### src/rtl/pipeline_hazard_sequencer_pkg.sv
// Shared definitions for the pipeline hazard sequencer: FSM state
// encodings and the default wait-timeout length.
package hazard_pkg;

    typedef enum logic [2:0] {
        RST_HOLD  = 3'd0,
        RUN       = 3'd1,
        BR_WAIT   = 3'd2,
        LINK_WAIT = 3'd3
    } hazard_state_t;

    // Cycles a wait state may last before it is released as not-taken.
    localparam int MAX_WAIT_DEFAULT = 4;

    // Width of the wait-cycle counter (covers MAX_WAIT up to 15).
    localparam int WAIT_CNT_W = 4;

endpackage

### src/rtl/pipeline_hazard_sequencer_if.sv
// Hazard request / pipeline control bundle between the decode, memory and
// writeback stages (master) and the hazard sequencer (slave).
interface pipeline_hazard_sequencer_if;

    // Hazard requests and resolution events
    logic IDU_LoadUse;
    logic IDU_Control;
    logic IDU_Link;
    logic MEM_BranchValid;
    logic MEM_BranchTaken;
    logic WB_LinkDone;

    // Pipeline register controls
    logic PCWrite;
    logic IFID_Write;
    logic IFID_Flush;
    logic IDEX_Bubble;
    logic PCRedirect;

    modport master (
        output IDU_LoadUse, IDU_Control, IDU_Link,
        output MEM_BranchValid, MEM_BranchTaken, WB_LinkDone,
        input  PCWrite, IFID_Write, IFID_Flush, IDEX_Bubble, PCRedirect
    );

    modport slave (
        input  IDU_LoadUse, IDU_Control, IDU_Link,
        input  MEM_BranchValid, MEM_BranchTaken, WB_LinkDone,
        output PCWrite, IFID_Write, IFID_Flush, IDEX_Bubble, PCRedirect
    );

endinterface

### src/rtl/pipeline_hazard_sequencer_sat_counter.sv
// Saturating up-counter: counts cycles with inc=1, holds at all-ones,
// cleared by synchronous reset.
module sat_counter #(
    parameter int W = 16
) (
    input  logic         Clk,
    input  logic         Reset,
    input  logic         inc,
    output logic [W-1:0] count
);

    logic [W-1:0] count_reg;

    // Increment until all-ones, then hold
    always_ff @(posedge Clk) begin
        if (Reset) begin
            count_reg <= '0;
        end else if (inc && (count_reg != {W{1'b1}})) begin
            count_reg <= count_reg + W'(1);
        end
    end

    assign count = count_reg;

endmodule

### src/rtl/pipeline_hazard_sequencer.sv
// Pipeline hazard sequencer: stalls on load-use, holds fetch while a branch
// or link write is pending, and releases with redirect/flush on resolution
// or as not-taken on timeout.
// Optional feature macro: HAZARD_SEQ_PERF_EN enables the stall and flush
// performance counters; without it both counter outputs read 0.
module pipeline_hazard_sequencer
    import hazard_pkg::*;
#(
    parameter int MAX_WAIT = MAX_WAIT_DEFAULT,
    parameter int CNT_W    = 16
) (
    input  logic                       Clk,
    input  logic                       Reset,
    pipeline_hazard_sequencer_if.slave hz,
    output logic [2:0]                 State,
    output logic                       Timeout,
    output logic [CNT_W-1:0]           StallCycles,
    output logic [CNT_W-1:0]           FlushCount
);

    localparam logic [WAIT_CNT_W-1:0] WAIT_LAST = WAIT_CNT_W'(MAX_WAIT - 1);

    hazard_state_t           state_reg, state_next;
    logic [WAIT_CNT_W-1:0]   wait_cnt_reg, wait_cnt_next;
    logic                    timeout_reg, timeout_next;

    logic pc_write, ifid_write, ifid_flush, idex_bubble, pc_redirect;

    // State, wait counter and sticky timeout registers
    always_ff @(posedge Clk) begin
        if (Reset) begin
            state_reg    <= RST_HOLD;
            wait_cnt_reg <= '0;
            timeout_reg  <= 1'b0;
        end else begin
            state_reg    <= state_next;
            wait_cnt_reg <= wait_cnt_next;
            timeout_reg  <= timeout_next;
        end
    end

    // Next-state and pipeline control decode
    always_comb begin
        state_next    = state_reg;
        wait_cnt_next = wait_cnt_reg;
        timeout_next  = timeout_reg;
        pc_write      = 1'b0;
        ifid_write    = 1'b0;
        ifid_flush    = 1'b0;
        idex_bubble   = 1'b0;
        pc_redirect   = 1'b0;

        case (state_reg)
            RST_HOLD: begin
                ifid_flush  = 1'b1;
                idex_bubble = 1'b1;
                state_next  = RUN;
            end
            RUN: begin
                if (hz.IDU_LoadUse) begin
                    // Load-use wins; a coincident branch is retried next cycle
                    idex_bubble = 1'b1;
                end else begin
                    pc_write   = 1'b1;
                    ifid_write = 1'b1;
                    if (hz.IDU_Control) begin
                        wait_cnt_next = '0;
                        state_next    = hz.IDU_Link ? LINK_WAIT : BR_WAIT;
                    end
                end
            end
            BR_WAIT, LINK_WAIT: begin
                idex_bubble = 1'b1;
                if ((state_reg == BR_WAIT) && hz.MEM_BranchValid) begin
                    pc_write    = hz.MEM_BranchTaken;
                    pc_redirect = hz.MEM_BranchTaken;
                    ifid_flush  = hz.MEM_BranchTaken;
                    state_next  = RUN;
                end else if ((state_reg == LINK_WAIT) && hz.WB_LinkDone) begin
                    pc_write    = 1'b1;
                    pc_redirect = 1'b1;
                    ifid_flush  = 1'b1;
                    state_next  = RUN;
                end else if (wait_cnt_reg == WAIT_LAST) begin
                    // Give up waiting: continue down the fall-through path
                    pc_write     = 1'b1;
                    timeout_next = 1'b1;
                    state_next   = RUN;
                end else begin
                    wait_cnt_next = wait_cnt_reg + WAIT_CNT_W'(1);
                end
            end
            default: begin
                ifid_flush  = 1'b1;
                idex_bubble = 1'b1;
                state_next  = RST_HOLD;
            end
        endcase

        // Reset shows the hold-state controls immediately, whatever the state
        if (Reset) begin
            pc_write    = 1'b0;
            ifid_write  = 1'b0;
            ifid_flush  = 1'b1;
            idex_bubble = 1'b1;
            pc_redirect = 1'b0;
        end
    end

    assign hz.PCWrite     = pc_write;
    assign hz.IFID_Write  = ifid_write;
    assign hz.IFID_Flush  = ifid_flush;
    assign hz.IDEX_Bubble = idex_bubble;
    assign hz.PCRedirect  = pc_redirect;
    assign State          = state_reg;
    assign Timeout        = timeout_reg;

`ifdef HAZARD_SEQ_PERF_EN
    // Index 0 counts stalled fetch cycles, index 1 counts flush cycles
    logic [1:0]       perf_inc;
    logic [CNT_W-1:0] perf_count [2];

    assign perf_inc[0] = (state_reg != RST_HOLD) && !pc_write;
    assign perf_inc[1] = (state_reg != RST_HOLD) && ifid_flush;

    genvar gi;
    generate
        for (gi = 0; gi < 2; gi++) begin : g_perf
            sat_counter #(.W(CNT_W)) u_cnt (
                .Clk   (Clk),
                .Reset (Reset),
                .inc   (perf_inc[gi]),
                .count (perf_count[gi])
            );
        end
    endgenerate

    assign StallCycles = perf_count[0];
    assign FlushCount  = perf_count[1];
`else
    assign StallCycles = '0;
    assign FlushCount  = '0;
`endif

endmodule

### src/flat_wrapper.sv
// flat-port wrapper written by rule: the top's interface ports become plain ports
module pipeline_hazard_sequencer_flat import hazard_pkg::*;
#(
    parameter int MAX_WAIT = MAX_WAIT_DEFAULT,
    parameter int CNT_W    = 16
)
  (Clk, Reset, State, Timeout, StallCycles, FlushCount, hz_IDU_LoadUse, hz_IDU_Control, hz_IDU_Link, hz_MEM_BranchValid, hz_MEM_BranchTaken, hz_WB_LinkDone, hz_PCWrite, hz_IFID_Write, hz_IFID_Flush, hz_IDEX_Bubble, hz_PCRedirect);
  pipeline_hazard_sequencer_if hz_i ();
  input  logic Clk;
  input  logic Reset;
  output logic [2:0] State;
  output logic Timeout;
  output logic [CNT_W-1:0] StallCycles;
  output logic [CNT_W-1:0] FlushCount;
  input wire logic [$bits(hz_i.IDU_LoadUse)-1:0] hz_IDU_LoadUse;
  input wire logic [$bits(hz_i.IDU_Control)-1:0] hz_IDU_Control;
  input wire logic [$bits(hz_i.IDU_Link)-1:0] hz_IDU_Link;
  input wire logic [$bits(hz_i.MEM_BranchValid)-1:0] hz_MEM_BranchValid;
  input wire logic [$bits(hz_i.MEM_BranchTaken)-1:0] hz_MEM_BranchTaken;
  input wire logic [$bits(hz_i.WB_LinkDone)-1:0] hz_WB_LinkDone;
  output wire logic [$bits(hz_i.PCWrite)-1:0] hz_PCWrite;
  output wire logic [$bits(hz_i.IFID_Write)-1:0] hz_IFID_Write;
  output wire logic [$bits(hz_i.IFID_Flush)-1:0] hz_IFID_Flush;
  output wire logic [$bits(hz_i.IDEX_Bubble)-1:0] hz_IDEX_Bubble;
  output wire logic [$bits(hz_i.PCRedirect)-1:0] hz_PCRedirect;
  assign hz_i.IDU_LoadUse = hz_IDU_LoadUse;
  assign hz_i.IDU_Control = hz_IDU_Control;
  assign hz_i.IDU_Link = hz_IDU_Link;
  assign hz_i.MEM_BranchValid = hz_MEM_BranchValid;
  assign hz_i.MEM_BranchTaken = hz_MEM_BranchTaken;
  assign hz_i.WB_LinkDone = hz_WB_LinkDone;
  assign hz_PCWrite = hz_i.PCWrite;
  assign hz_IFID_Write = hz_i.IFID_Write;
  assign hz_IFID_Flush = hz_i.IFID_Flush;
  assign hz_IDEX_Bubble = hz_i.IDEX_Bubble;
  assign hz_PCRedirect = hz_i.PCRedirect;
  pipeline_hazard_sequencer #(.MAX_WAIT(MAX_WAIT), .CNT_W(CNT_W)) u_core (.Clk(Clk), .Reset(Reset), .hz(hz_i), .State(State), .Timeout(Timeout), .StallCycles(StallCycles), .FlushCount(FlushCount));
endmodule
### config.mk
export PLATFORM = sky130hd
export DESIGN_NAME = pipeline_hazard_sequencer_flat
export DESIGN_NICKNAME = d
export VERILOG_FILES = /design/src/rtl/pipeline_hazard_sequencer_pkg.sv /design/src/rtl/pipeline_hazard_sequencer_if.sv /design/src/rtl/pipeline_hazard_sequencer_sat_counter.sv /design/src/rtl/pipeline_hazard_sequencer.sv /design/src/flat_wrapper.sv
export SDC_FILE = /design/constraint.sdc
export NUM_CORES = 1
export LEC_CHECK = 0
export BUFFER_PORTS_ARGS = -buffer_cell sky130_fd_sc_hd__buf_4
export CELL_PAD_IN_SITES_DETAIL_PLACEMENT = 1
export CELL_PAD_IN_SITES_GLOBAL_PLACEMENT = 2
export CORE_MARGIN = 5
export CORE_UTILIZATION = 18
export DETAILED_ROUTE_END_ITERATION = 10
export PLACE_DENSITY = 0.77
export SLEW_MARGIN = 10
export SYNTH_ARGS = -nofsm -noshare
export SYNTH_HDL_FRONTEND = slang
export SYNTH_SLANG_ARGS = --single-unit
### constraint.sdc
create_clock -name Clk -period 1.4 [get_ports Clk]
set_clock_uncertainty 0.15 [all_clocks]
set_input_delay 0.28 -clock Clk [delete_from_list [all_inputs] [get_ports Clk]]
set_output_delay 0.28 -clock Clk [all_outputs]
set_load 0.01 [all_outputs]
==> out/qor.csv <==
stage,metric,value,unit
synthesis,Synth Area in Simple Gates,17.2,%
route,drt total wl,1920,um
timing,FMAX,571,MHz
clock_network,CTS Buffer Depth,2,
synthesis,Synth top cells by count,"33 x buf_4, 7 x dfxtp_1, 6 x nand2_1, 4 x inv_1, 3 x nor2b_1",
pwr,part of the power in registers,31.4,%
synthesis,Post-synth EDFFs,0,
timing,Setup WS post-layout,-0.352,ns
synthesis,compound-gate portion of the synthesized area,13.1,%
place,Post-Place Cell Area,861,um^2
worst_setup_path,crit end category,primary output,
synthesis,"FFs w/ async S/R, synth",0,%
worst_setup_path,FF-to-FF Start,u_core.wait_cnt_reg[0],
global_route,grt total ovfl,0,
floorplanning,FP Rows,22,
worst_setup_path,Critical Path AT,1.32,ns
floorplanning,Initial Util,18.5,%
route,post-DR wirelength/cell,11.4,um
route,DRC violations left,0,
floorplanning,CORE AREA,0.00366,mm^2
worst_setup_path,critical-path maximum fanout,2,
clock_network,total CTS buffers,3,
place,global placement routability congestion,0.748,
synthesis,Cells after Synth,83,
hold_path,Hold Crit Class,in2reg,
run_status,status,"complete, but fails checks",
route,DRT antenna net count,0,
timing,Max Transition Viols Final,0,
pwr,P_sw,193,uW
synthesis,Ys Warns,0,
pwr,LEAKAGE,0.486,nW
cells_and_area,fillers,441,
timing,unrepaired setup endpoints after global routing,yes,
worst_setup_path,worst-path cell chain,ha_4 > nand2b_1 > o311a_1 > o21ai_2 > buf_4,
cells_and_area,layout cells sized above 1,42.5,%
synthesis,Post-Synth Adder-Cell Area,1.85,%
place,placed insts,160,
timing,Fin Setup TNS,-2.74,ns
synthesis,mux cell area share after synthesis,5.18,%
timing,Tcrit/Tclk final,125,%
timing,crit path time final,1.75,ns
clock_network,CTS Sinks,7,
global_route,GRT Util Overall,7.07,%
place,Port Buffers,15,
run,maxcap violations,0,
floorplanning,Die Height,71.3,um
synthesis,register area share after synthesis,20.7,%
pwr,switching share of power,28.7,%
floorplanning,total I/O pin count,49,
pwr,Max IR drop VDD,0.274,mV
worst_setup_path,path depth of the worst reg2reg path,6,
worst_setup_path,r2r setup slk,-0.31,ns
run_status,violated checks,setup timing,
global_route,first-pass GRT wire length,2840,um
synthesis,Syn Std Cell Area,677,um^2
clock_network,CTS Hold Buffers Added,0,
synthesis,"Top FF cell, synth",dfxtp_1,
pwr,clock power share,42.5,%
worst_setup_path,Worst R2R End,u_core.wait_cnt_reg[0],
worst_setup_path,Crit Path Class,reg2out,
cells_and_area,Layout area overhead,49.0,%
cells_and_area,multi-input logic area,455,um^2
global_route,vias in the first global route,606,
worst_setup_path,CP Launch Point,u_core.wait_cnt_reg[0],
route,DRT Pass-1 Iters,4,
worst_setup_path,highest-delay cell along the critical path,dfxtp_2,
pwr,internal power,479,uW
synthesis,largest cells by area after synthesis,"buf_4 37%, dfxtp_1 21%, nand2_1 3.3%",
hold_path,Hold Startpoint,Reset,
hold_path,hold path endpoint,u_core.Timeout,
clock_network,CTS HTree Levels,1,
synthesis,most common cell in the netlist,buf_4,
cells_and_area,diodes inserted,0,
route,via count,604,
global_route,initial antenna violation count,0,
worst_setup_path,Critical Path RT,0.97,ns
worst_setup_path,"slowest stage delay, CP",0.35,ns
clock_network,worst-skew pair later-pin latency,0.23,ns
synthesis,Synth Register Bits,7,
synthesis,Yosys top cell area share,36.6,%
synthesis,largest area contributor in the netlist,buf_4,
place,Detail Placement HPWL,1490,um
cells_and_area,Post-layout nets,130,
route,Iter 0 DRT Violations,12,
floorplanning,Die ar.,0.00509,mm^2
synthesis,post-synthesis area per instance,8.16,um^2
hold_path,hold path depth,2,
timing,Final setup viols,12,
synthesis,post-synthesis xor/xnor area fraction,2.59,%
global_route,largest net degree at the start of global routing,7,
floorplanning,Die X-Extent,71.3,um
worst_setup_path,Worst setup SP type,flip-flop,
timing,Fin. Hold Viols,0,
cells_and_area,post-route cell area,0.00101,mm^2
cells_and_area,final std cells w/o fill,168,
clock_network,CTS clock-pin slew for the worst setup and hold paths,0.04,ns
pwr,PwrDens,666,mW/mm^2
synthesis,number of distinct library cells after synthesis,28,
pwr,combinational power share,26.1,%
cells_and_area,Largest register FFs,4,
cells_and_area,Register Area,148,um^2
clock_network,Root Driver,clkbuf_8,
clock_network,TritonCTS clock tree,done,
route,via density per instance,3.60,
timing,Worst Hold Slack,0.129,ns
synthesis,largest family of logic cells by synthesized area,buffers and inverters,
## worst max-delay path by stage
stage | end | slack, ns | cells past startpoint
final | hz_PCWrite | -0.35 | 5
after global routing | hz_PCWrite | -0.40 | 5
after CTS | hz_PCWrite | -0.35 | 5
after detailed placement | hz_PCWrite | -0.17 | 5
after global placement | hz_PCWrite | -0.14 | 5
after floorplan | u_core.State[0] | -0.09 | 3
## cell families (layout without fill, tap and decap cells)
| logic type | count (synthesis) | count (layout) |
|---|---|---|
| xor+xnor | 2 | 2 |
| fa+ha+maj | 1 | 1 |
| mux | 3 | 3 |
| simple gates | 21 | 21 |
| compound gates | 11 | 11 |
| buf+inv | 37 | 42 |
| flops | 7 | 7 |
| other cells | 1 | 33 |
## worst max-delay path: cells and delay by family, from the launching register on
kind	cells	cell delay, ns
AOI/OAI and AO/OA	2	0.41
DFF	1	0.35
adders and majority gates	1	0.14
buffers and inverters	1	0.13
and+or+nand+nor	1	0.07
## through the flow
stage          power [mW]  setup slack, ns  utilization [%]
6_report            0.672           -0.352             27.5
5_1_grt             0.706           -0.396             27.5
4_1_cts             0.673           -0.355             27.2
3_5_place_dp        0.358           -0.172             23.5
3_3_place_gp        0.356           -0.143             23.5
2_1_floorplan       0.361          -0.0867                -
## layer usage
| metal | global-route usage (%) | up-vias | share of wire, % |
|---|---|---|---|
| li1 | - | 291 | - |
| met1 | 7.45 | 285 | 39 |
| met2 | 12.8 | 28 | 52 |
| met3 | 3.93 | 0 | 8.9 |
| met4 | 0.626 | 0 | 0 |
| met5 | 0 | - | 0 |
## power by group through the flow
stage / Clock (mW) / Sequential (mW) / Combinational [mW]
final: 0.285 / 0.211 / 0.176
after global routing: 0.305 / 0.211 / 0.191
after CTS: 0.293 / 0.210 / 0.169
after detailed placement: 0 / 0.212 / 0.145
after global placement: 0 / 0.212 / 0.144
after floorplan: 0 / 0.215 / 0.146
## cells in the final DEF, fill, tap and decap left out, drive strengths merged, types with 2 or more instances in the layout
cell type / n
inv: 4
nand2b: 2
nand2: 6
nand3: 2
clkbuf: 4
dfxtp: 7
mux2i: 2
o311ai: 2
nor2: 2
conb: 33
xor2: 2
buf: 34
nor2b: 3
a21oi: 2
## final cells by class
type | instances | share of cell area, %
Clock buffer | 4 | 4.47
Inverter | 4 | 1.49
Multi-Input combinational cell | 71 | 45.2
Sequential cell | 7 | 14.6
Tap cell | 48 | 5.96
Timing Repair Buffer | 34 | 28.3
## timing repair
action / 4_1_cts / 5_1_grt
setup buffers: 4 / 1
resized for setup: 16 / 4
pin swaps: 6 / 2
endpoints found under the setup margin: 12 / 13
No activity file was read; power rests on OpenSTA's default activity.
